==> src/rtl/sweep_pkg.sv <==
// rtl/sweep_pkg.sv - shared state encoding and default configuration for the sweep controller
//
// Purpose : FSM state type used by sweep_ctrl and default WIDTH / NPASS / PCW
//           values picked up by the interface and the top-level parameters.
// Ports   : none (package).
package sweep_pkg;

   typedef enum logic [1:0] {
      ST_IDLE = 2'd0,
      ST_LOAD = 2'd1,
      ST_UP   = 2'd2,
      ST_DOWN = 2'd3
   } sweep_state_e;

   localparam int SWEEP_WIDTH_DEF = 4;
   localparam int SWEEP_NPASS_DEF = 2;
   localparam int SWEEP_PCW_DEF   = 8;

endpackage

==> src/rtl/sweep_ctrl_if.sv <==
// rtl/sweep_ctrl_if.sv - request/status bundle between a sweep client and sweep_ctrl
//
// Purpose : groups the sweep request (start/stop/bounds) and the sweep status
//           (count/dir/busy/done/err) so they travel as one port.
// Signals : master drives start, stop, lo[WIDTH], hi[WIDTH] (and pause when
//           SWEEP_PAUSE_EN is defined); slave drives count[WIDTH], dir, busy,
//           done, err.
// Macro   : SWEEP_PAUSE_EN adds the pause request line.
interface sweep_ctrl_if #(
   parameter int WIDTH = sweep_pkg::SWEEP_WIDTH_DEF
) ();

   logic             start;
   logic             stop;
   logic [WIDTH-1:0] lo;
   logic [WIDTH-1:0] hi;
`ifdef SWEEP_PAUSE_EN
   logic             pause;
`endif
   logic [WIDTH-1:0] count;
   logic             dir;
   logic             busy;
   logic             done;
   logic             err;

`ifdef SWEEP_PAUSE_EN
   modport master (
      output start, stop, lo, hi, pause,
      input  count, dir, busy, done, err
   );
   modport slave (
      input  start, stop, lo, hi, pause,
      output count, dir, busy, done, err
   );
`else
   modport master (
      output start, stop, lo, hi,
      input  count, dir, busy, done, err
   );
   modport slave (
      input  start, stop, lo, hi,
      output count, dir, busy, done, err
   );
`endif

endinterface

==> src/rtl/count_core.sv <==
// rtl/count_core.sv - loadable up/down counter primitive
//
// Purpose : WIDTH-bit counter that can be loaded or stepped by one in either
//           direction; steps wrap modulo 2**WIDTH.
// Ports   : clk   - clock, rising edge
//           nrst  - asynchronous active-low reset (count -> 0)
//           en    - step enable
//           dir   - 1 = +1, 0 = -1
//           load  - load din (wins over en)
//           din   - load value
//           count - registered counter value
module count_core #(
   parameter int WIDTH = 4
) (
   input  logic             clk,
   input  logic             nrst,
   input  logic             en,
   input  logic             dir,
   input  logic             load,
   input  logic [WIDTH-1:0] din,
   output logic [WIDTH-1:0] count
);

   logic [WIDTH-1:0] count_q;
   logic [WIDTH-1:0] count_d;

   always_comb begin
      count_d = count_q;
      if (load) begin
         count_d = din;
      end else if (en) begin
         count_d = dir ? (count_q + WIDTH'(1)) : (count_q - WIDTH'(1));
      end
   end

   always_ff @(posedge clk or negedge nrst) begin
      if (!nrst) begin
         count_q <= '0;
      end else begin
         count_q <= count_d;
      end
   end

   assign count = count_q;

endmodule

==> src/rtl/sweep_ctrl.sv <==
// rtl/sweep_ctrl.sv - bounce-sweep sequencer driving a count_core counter
//
// Purpose : on start, loads the low bound and bounces the counter lo -> hi -> lo
//           NPASS times, dwelling one cycle at each bound, then pulses done.
//           stop aborts from any busy state; lo > hi is rejected with err.
// Ports   : clk  - clock, rising edge
//           nrst - asynchronous active-low reset
//           bus  - sweep_ctrl_if.slave: start, stop, lo, hi (, pause) in;
//                  count, dir, busy, done, err out (all registered)
// Params  : WIDTH (bound/counter width), NPASS (round trips, >=1),
//           PCW (pass counter width, NPASS < 2**PCW)
// Macro   : SWEEP_PAUSE_EN - pause input freezes UP/DOWN progress.
module sweep_ctrl
   import sweep_pkg::*;
#(
   parameter int WIDTH = SWEEP_WIDTH_DEF,
   parameter int NPASS = SWEEP_NPASS_DEF,
   parameter int PCW   = SWEEP_PCW_DEF
) (
   input  logic         clk,
   input  logic         nrst,
   sweep_ctrl_if.slave  bus
);

   localparam logic [PCW-1:0] NPASS_C = PCW'(NPASS);

   sweep_state_e     state_q;
   logic [WIDTH-1:0] lo_q;
   logic [WIDTH-1:0] hi_q;
   logic [PCW-1:0]   pass_q;
   logic             dir_q;
   logic             busy_q;
   logic             done_q;
   logic             err_q;

   logic [WIDTH-1:0] count;
   logic             core_en;
   logic             core_dir;
   logic             core_load;
   logic             hold;
   logic             at_hi;
   logic             at_lo;
   logic             pass_last;

`ifdef SWEEP_PAUSE_EN
   // pause only matters in UP/DOWN; the state decode below ignores it elsewhere.
   assign hold = bus.pause;
`else
   assign hold = 1'b0;
`endif

   assign at_hi     = (count == hi_q);
   assign at_lo     = (count == lo_q);
   assign pass_last = ((pass_q + PCW'(1)) == NPASS_C);

   // Counter stepping is decoded from the current state so count moves on the
   // same edge as the state decision; stop suppresses every counter action,
   // which is what leaves count held on abort.
   always_comb begin
      core_load = 1'b0;
      core_en   = 1'b0;
      core_dir  = 1'b0;
      if (!bus.stop) begin
         case (state_q)
            ST_LOAD: core_load = 1'b1;
            ST_UP: begin
               if (!hold && !at_hi) begin
                  core_en  = 1'b1;
                  core_dir = 1'b1;
               end
            end
            ST_DOWN: begin
               if (!hold && !at_lo) begin
                  core_en = 1'b1;
               end
            end
            default: ;
         endcase
      end
   end

   always_ff @(posedge clk or negedge nrst) begin
      if (!nrst) begin
         state_q <= ST_IDLE;
         lo_q    <= '0;
         hi_q    <= '0;
         pass_q  <= '0;
         dir_q   <= 1'b0;
         busy_q  <= 1'b0;
         done_q  <= 1'b0;
         err_q   <= 1'b0;
      end else begin
         done_q <= 1'b0;
         err_q  <= 1'b0;
         if (bus.stop) begin
            // Also covers start+stop in IDLE: nothing is latched, no err.
            state_q <= ST_IDLE;
            dir_q   <= 1'b0;
            busy_q  <= 1'b0;
         end else begin
            case (state_q)
               ST_IDLE: begin
                  if (bus.start) begin
                     if (bus.lo <= bus.hi) begin
                        lo_q    <= bus.lo;
                        hi_q    <= bus.hi;
                        pass_q  <= '0;
                        state_q <= ST_LOAD;
                        dir_q   <= 1'b1;
                        busy_q  <= 1'b1;
                     end else begin
                        err_q <= 1'b1;
                     end
                  end
               end
               ST_LOAD: begin
                  state_q <= ST_UP;
               end
               ST_UP: begin
                  // Reaching hi costs one dwell cycle before the descent.
                  if (!hold && at_hi) begin
                     state_q <= ST_DOWN;
                     dir_q   <= 1'b0;
                  end
               end
               ST_DOWN: begin
                  if (!hold && at_lo) begin
                     pass_q <= pass_q + PCW'(1);
                     if (pass_last) begin
                        state_q <= ST_IDLE;
                        busy_q  <= 1'b0;
                        done_q  <= 1'b1;
                     end else begin
                        state_q <= ST_UP;
                        dir_q   <= 1'b1;
                     end
                  end
               end
               default: begin
                  state_q <= ST_IDLE;
                  dir_q   <= 1'b0;
                  busy_q  <= 1'b0;
               end
            endcase
         end
      end
   end

   count_core #(
      .WIDTH (WIDTH)
   ) u_count_core (
      .clk   (clk),
      .nrst  (nrst),
      .en    (core_en),
      .dir   (core_dir),
      .load  (core_load),
      .din   (lo_q),
      .count (count)
   );

   assign bus.count = count;
   assign bus.dir   = dir_q;
   assign bus.busy  = busy_q;
   assign bus.done  = done_q;
   assign bus.err   = err_q;

endmodule
==> src/flat_wrapper.sv <==
// flat-port wrapper written by rule: the top's interface ports become plain ports
module sweep_ctrl_flat import sweep_pkg::*;
#(
   parameter int WIDTH = SWEEP_WIDTH_DEF,
   parameter int NPASS = SWEEP_NPASS_DEF,
   parameter int PCW   = SWEEP_PCW_DEF
)
  (clk, nrst, bus_start, bus_stop, bus_lo, bus_hi, bus_count, bus_dir, bus_busy, bus_done, bus_err);
  sweep_ctrl_if #(.WIDTH(WIDTH)) bus_i ();
  input  logic clk;
  input  logic nrst;
  input wire logic [$bits(bus_i.start)-1:0] bus_start;
  input wire logic [$bits(bus_i.stop)-1:0] bus_stop;
  input wire logic [$bits(bus_i.lo)-1:0] bus_lo;
  input wire logic [$bits(bus_i.hi)-1:0] bus_hi;
  output wire logic [$bits(bus_i.count)-1:0] bus_count;
  output wire logic [$bits(bus_i.dir)-1:0] bus_dir;
  output wire logic [$bits(bus_i.busy)-1:0] bus_busy;
  output wire logic [$bits(bus_i.done)-1:0] bus_done;
  output wire logic [$bits(bus_i.err)-1:0] bus_err;
  assign bus_i.start = bus_start;
  assign bus_i.stop = bus_stop;
  assign bus_i.lo = bus_lo;
  assign bus_i.hi = bus_hi;
  assign bus_count = bus_i.count;
  assign bus_dir = bus_i.dir;
  assign bus_busy = bus_i.busy;
  assign bus_done = bus_i.done;
  assign bus_err = bus_i.err;
  sweep_ctrl #(.WIDTH(WIDTH), .NPASS(NPASS), .PCW(PCW)) u_core (.clk(clk), .nrst(nrst), .bus(bus_i));
endmodule
==> config.mk <==
export PLATFORM = sky130hd
export DESIGN_NAME = sweep_ctrl_flat
export DESIGN_NICKNAME = d
export VERILOG_FILES = /design/src/rtl/sweep_pkg.sv /design/src/rtl/sweep_ctrl_if.sv /design/src/rtl/count_core.sv /design/src/rtl/sweep_ctrl.sv /design/src/flat_wrapper.sv
export SDC_FILE = /design/constraint.sdc
export NUM_CORES = 1
export LEC_CHECK = 0
export ABC_AREA = 1
export CAP_MARGIN = 20
export CORE_AREA = 5 5 60 115
export CTS_BUF_LIST = sky130_fd_sc_hd__clkbuf_4
export CTS_CLUSTER_SIZE = 8
export DETAILED_ROUTE_END_ITERATION = 16
export DIE_AREA = 0 0 65 120
export DONT_BUFFER_PORTS = 1
export MAX_ROUTING_LAYER = met4
export SKIP_CTS_REPAIR_TIMING = 1
export SLEW_MARGIN = 20
export SYNTH_ARGS = -nofsm -noshare
export SYNTH_HDL_FRONTEND = slang
export SYNTH_SLANG_ARGS = --single-unit
==> constraint.sdc <==
create_clock -name clk -period 2.08 [get_ports clk]
set_input_delay 0.208 -clock clk [delete_from_list [all_inputs] [get_ports clk]]
set_output_delay 0.208 -clock clk [all_outputs]
set_load 0.01 [all_outputs]
==> flow_metrics.tcl <==
set metrics [dict create \
    setup_tns_ps 0 \
    io_buffers 0 \
    clock.fmax_mhz 535 \
    drc 0 \
    dp_hpwl_mm 3.37 \
    max_cap_viol_count 0 \
    status "finished clean" \
    synth-compound-area-share_pct 8.64 \
    ios 20 \
    end_kind "flip-flop" \
    fin_crit_sh_pct 89.9 \
    clk_pin_slew_ps 150 \
    synthTopCellsByArea "dfrtp_1 38%, nand2_1 16%, inv_1 6.8%, ha_1 5.9%, nand3_1 5.6%" \
    nets 279 \
    rsz0062_at_grt "false" \
    finClkSkew_ps 22.6 \
    async_reset_ff_share_pct 100 \
    ys_ff_latch 26 \
    num_rows 40 \
    routed_wl_mm 4.13 \
    grt_pass1_vias 1491 \
    slew_headroom_pct 76.5 \
    place_congestion 0.882 \
    drive_gt1_share_pct 16.4 \
    ys_types 27 \
    grt_pass1_wl_mm 7.06 \
    syn-cell-area_mm2 0.00171 \
    gr-total-overflow 0 \
    syn_nets 262 \
    slew_violations 0 \
    finalHoldWorstSlack_ps 8.71 \
    ir_worst_vdd_mv 0.425 \
    synth_common_cells "74 x nand2_1, 31 x inv_1, 26 x dfrtp_1" \
    yosysMostFrequentCell "nand2_1" \
    drt-initial-drc-count 76 \
    numCtsBuffers 3 \
    antenna_found_initial 0 \
    cp_max_fo 5 \
    hold_viol_final 0 \
    synth_top_area_share_pct 38.1 \
    tightestPinTransition_ps 350 \
    grt_max_degree 27 \
    fp.dieW_um 65 \
    synth_top_family_by_area "simple AND/OR/NAND/NOR gates" \
    cts_tree "done" \
    crit_type "reg2reg" \
    clk_path_buf_depth 2 \
    postRouteAntennaNets 0 \
    synth_mux_area_share_pct 0 \
    setup_viol 0 \
    area_growth_pct 13.3 \
    viasPerCell 4.77 \
    fillCellCount 647 \
    avgRoutedWirePerCell_um 12.9 \
    first_pass_iters 4 \
    die_area_mm2 0.00780 \
    synthFlopType "dfrtp_1" \
    crit_required_ps 2360 \
    cp.arrival_ps 2150 \
    die_h_um 120 \
    clk_latency_ps 330 \
    synthAdderAreaFrac_pct 7.03 \
    postSynthAreaPerCell_um2 7.09 \
    synth_xor_area_share_pct 1.54 \
    track_usage_pct 12.0 \
    antenna_cells 0 \
    core_mm2 0.00596 \
    start_util_pct 28.7 \
    synthSimpleGateAreaFrac_pct 35.4 \
    setup.worst_path.start_class "flip-flop" \
    period_needed_ps 1870 \
    clock-root-buffer "clkbuf_4" \
    power_density_mw_per_mm2 1290 \
    seq_area_frac_synth_pct 38.1 \
    vias 1521 \
    holdCritPathClass "in2reg" \
    p_leak_uw 0.00101 \
    synth_edf_count 0 \
    cts_sinks 26 \
    ys_warn_count 0 \
    synthCells 241 \
    htreeDepth 1 \
    yosys.area.top_type "dfrtp_1" \
]
==> stage by stage <==
stage          total power (uW)  util [%]  instance area (um^2)  cells  worst slack [ps]
6_report                   2500      32.5                  1940    319               211
5_1_grt                    2770      32.5                  1940    319              2.37
4_1_cts                    2440      31.2                  1860    313              51.6
3_5_place_dp               2220      30.8                  1840    310              53.3
3_3_place_gp               2200      30.8                  1840    310              89.1
2_1_floorplan              1810         -                  1710    241               202
==> worst max-delay path: stages (launching register included) <==
cell,delay [ps]
dfrtp_2,450
inv_2,70
nand2_1,40
nand2_1,100
nor2_1,50
nand2_1,80
nand2_2,120
ha_4,310
nand3_1,70
nand2_1,80
xor2_1,170
xor2_1,160
nand2_1,60
nand3_1,70
==> report_power, final <==
part / total (uW) / internal (uW) / switching, uW
sequential: 872 / 696 / 176
clock: 217 / 68.0 / 149
combinational: 1410 / 560 / 849
==> final timing paths <==
| kind | startpoint | endpoint | slack (ps) | cells past startpoint |
|---|---|---|---|---|
| max | u_core.u_count_core.count[0]$_DFFE_PN0P_ | u_core.u_count_core.count[3]$_DFFE_PN0P_ | 210 | 13 |
| min | bus_hi[2] | u_core.hi_q[2]$_DFFE_PN0P_ | 9 | 2 |
| max reg2reg | u_core.u_count_core.count[0]$_DFFE_PN0P_ | u_core.u_count_core.count[3]$_DFFE_PN0P_ | 210 | 13 |
| min reg2reg | u_core.hi_q[1]$_DFFE_PN0P_ | u_core.hi_q[1]$_DFFE_PN0P_ | 530 | 2 |
| max in group asynchronous | nrst | u_core.u_count_core.count[0]$_DFFE_PN0P_ | 1590 | 2 |
| min in group asynchronous | nrst | u_core.pass_q[4]$_DFFE_PN0P_ | 300 | 2 |
==> metal layers <==
| layer | global-route usage [%] | vias up | part of all wire, % |
|---|---|---|---|
| met5 | - | - | 0 |
| met4 | 3.58 | 0 | 1.5 |
| met3 | 1.78 | 5 | 3.3 |
| li1 | - | 789 | - |
| met2 | 23.2 | 21 | 59 |
| met1 | 11.9 | 706 | 36 |
==> final cells by class <==
type,instances,area (um^2),share of cell area (%)
flip-flops and latches,26,653,33.7
multi-input cells,174,912,47.1
repair buffers,14,123,6.33
well taps,63,78.8,4.07
clock buffers,3,22.5,1.16
inverters,39,146,7.56
==> state kept, by name, indices dropped and copies added (netlist names) <==
name / cells
u_core.bus.busy: 1
u_core.bus.dir: 1
u_core.bus.done: 1
u_core.bus.err: 1
u_core.hi_q: 4
u_core.lo_q: 4
u_core.pass_q: 8
u_core.state_q: 2
u_core.u_count_core.count: 4
==> cell usage in the layout (no fill, tap or decap), drive strengths merged <==
cell type    count
o21ai           12
nand4            3
nand3           20
xor2             3
nand2           82
dfrtp           26
a21oi           10
ha               8
inv             39
nand3b           1
buf             12
clkbuf           3
nor4             1
o211ai           1
nor2            26
dlygate4sd3      2
fa               1
nor3             3
o22ai            3
==> kinds of logic after synthesis <==
group                    after synthesis
AO/OA/AOI/OAI                         26
XOR/XNOR                               3
adder cells (fa/ha/maj)                9
buffers and inverters                 41
flip-flops                            26
AND/OR/NAND/NOR                      136
(Power assumes the default switching activity.)
==> patch: new RTL, config.mk and constraints unchanged <==
Encoding of `sweep_state_e`: now one-hot (4 bits for 4 states).
--- a/src/rtl/sweep_pkg.sv
+++ b/src/rtl/sweep_pkg.sv
@@ -5,11 +5,11 @@
 // Ports   : none (package).
 package sweep_pkg;
 
-   typedef enum logic [1:0] {
-      ST_IDLE = 2'd0,
-      ST_LOAD = 2'd1,
-      ST_UP   = 2'd2,
-      ST_DOWN = 2'd3
+   typedef enum logic [3:0] {
+      ST_IDLE = 4'b0001,
+      ST_LOAD = 4'b0010,
+      ST_UP   = 4'b0100,
+      ST_DOWN = 4'b1000
    } sweep_state_e;
 
    localparam int SWEEP_WIDTH_DEF = 4;
Behaviour: same outputs for any inputs over 10 cycles, from zero or initial values and one cycle with nrst low; not proved beyond that.
==> patch against the original RTL <==
Total power shrank 7.2%; non-clock buffer count down 2; sequential cell count is 2 higher; area after synthesis is 9.5% higher; routed wire length rose by 4.7%; cell area increased by 9.8%; hold slack got worse by 0.0032 ns; setup slack got worse by 0.020 ns; first-iteration DRC count up 120%; critical path type unchanged; critical endpoint unchanged.
==> patch: results (changes against the original RTL) <==
- The pre-CTS setup slack is 0.0356 ns (-0.0177 ns).
- The final net count is 290 (+3.9%).
- The highest net fanout along the worst path is 6 (+1).
- The clock skew is 0.0153 ns (-0.00728 ns).
- The multi-input gate count is 191 (+9.8%).
- The HPWL after detailed placement is 3330 um (-1.1%).
- The path with the worst hold slack has its endpoint at u_core.hi_q[1]$_DFFE_PN0P_.
- The average vias per placed instance is 4.84 (+1.6%).
- The count of distinct cell types in the synthesized netlist is 29 (+7.4%).
- The launch instance of the worst min-delay path is bus_hi[1].
- The maximum number of pins on one net before global-route repair is 29 (+7.4%).
- The global-route met1 utilization is 14.0% (+2.2 points).
- The met1 routed wirelength after detailed routing is 1700 um (+13%).
- The area of the multi-input gates was 1050 um2 (+15%).
- The part of the cycle the worst path needs was 90.8% (+0.96 points).
- The worst reg-to-reg setup slack is 0.19 ns (-0.02 ns).
- The synthesized net count was 274 (+4.6%).
- The met3 wirelength from detailed routing is 157 um (+16%).
- The count of filler cells inserted in the layout is 631 (-2.5%).
- The global routing met3 resource utilization was 1.59% (-0.19 points).
- The total routed wirelength is 4330 um (+4.7%).
- The first-pass GRT wire length is 7450 um (+5.6%).
- The share of post-route cells with drive strength above 1 was 17.5% (+1.1 points).
- Yosys attributes the largest share of cell area to sky130_fd_sc_hd__dfrtp_1, sky130_fd_sc_hd__nand2_1, sky130_fd_sc_hd__inv_1, sky130_fd_sc_hd__ha_1, sky130_fd_sc_hd__nand3_1.
- The run finished with clean final reports.
## patch: cell count changes after synthesis, sizes merged, moves of 2 or more
cell / change
o21bai: +3
a21oi: -6
inv: -6
nand3b: +3
o22ai: -3
xor2: -2
nand2: +23
o21ai: +2
nor2: -4
nor3: -2
## patch: per-stage QoR
stage	power, W	instance area, um2	util [%]	hold WS, ns	std cells
floorplan	0.00164	1870	-	-0.0876	253
global placement	0.00186	1970	33.0	-0.0862	320
detailed placement	0.00188	1970	33.0	-0.0861	320
CTS	0.00225	2020	33.9	-0.482	324
global route	0.00253	2120	35.7	0.00473	331
finish	0.00232	2120	35.7	0.00552	331
## patch: cells by family after synthesis
group           after synthesis  synth area share, %
flops                        28                 37.5
fa+ha+maj                     9                 6.42
xor+xnor                      2                0.936
compound gates               24                 8.22
simple gates                156                 39.2
buf+inv                      34                 7.69
## patch: worst max-delay path by stage
stage | startpoint | depth (start not counted) | end
finish | u_core.u_count_core.count[0]$_DFFE_PN0P_ | 13 | u_core.u_count_core.count[3]$_DFFE_PN0P_
floorplan | u_core.state_q[1]$_DFFE_PN0P_ | 11 | u_core.u_count_core.count[3]$_DFFE_PN0P_
global route | u_core.u_count_core.count[0]$_DFFE_PN0P_ | 13 | u_core.u_count_core.count[3]$_DFFE_PN0P_
CTS | u_core.state_q[1]$_DFFE_PN0P_ | 11 | u_core.u_count_core.count[3]$_DFFE_PN0P_
global placement | u_core.state_q[1]$_DFFE_PN0P_ | 11 | u_core.u_count_core.count[3]$_DFFE_PN0P_
detailed placement | u_core.state_q[1]$_DFFE_PN0P_ | 11 | u_core.u_count_core.count[3]$_DFFE_PN0P_
## patch: where the power goes
group	switching (W)	internal, W
logic	0.000659	0.000437
clock network	0.000186	0.000195
registers	0.000140	0.000701
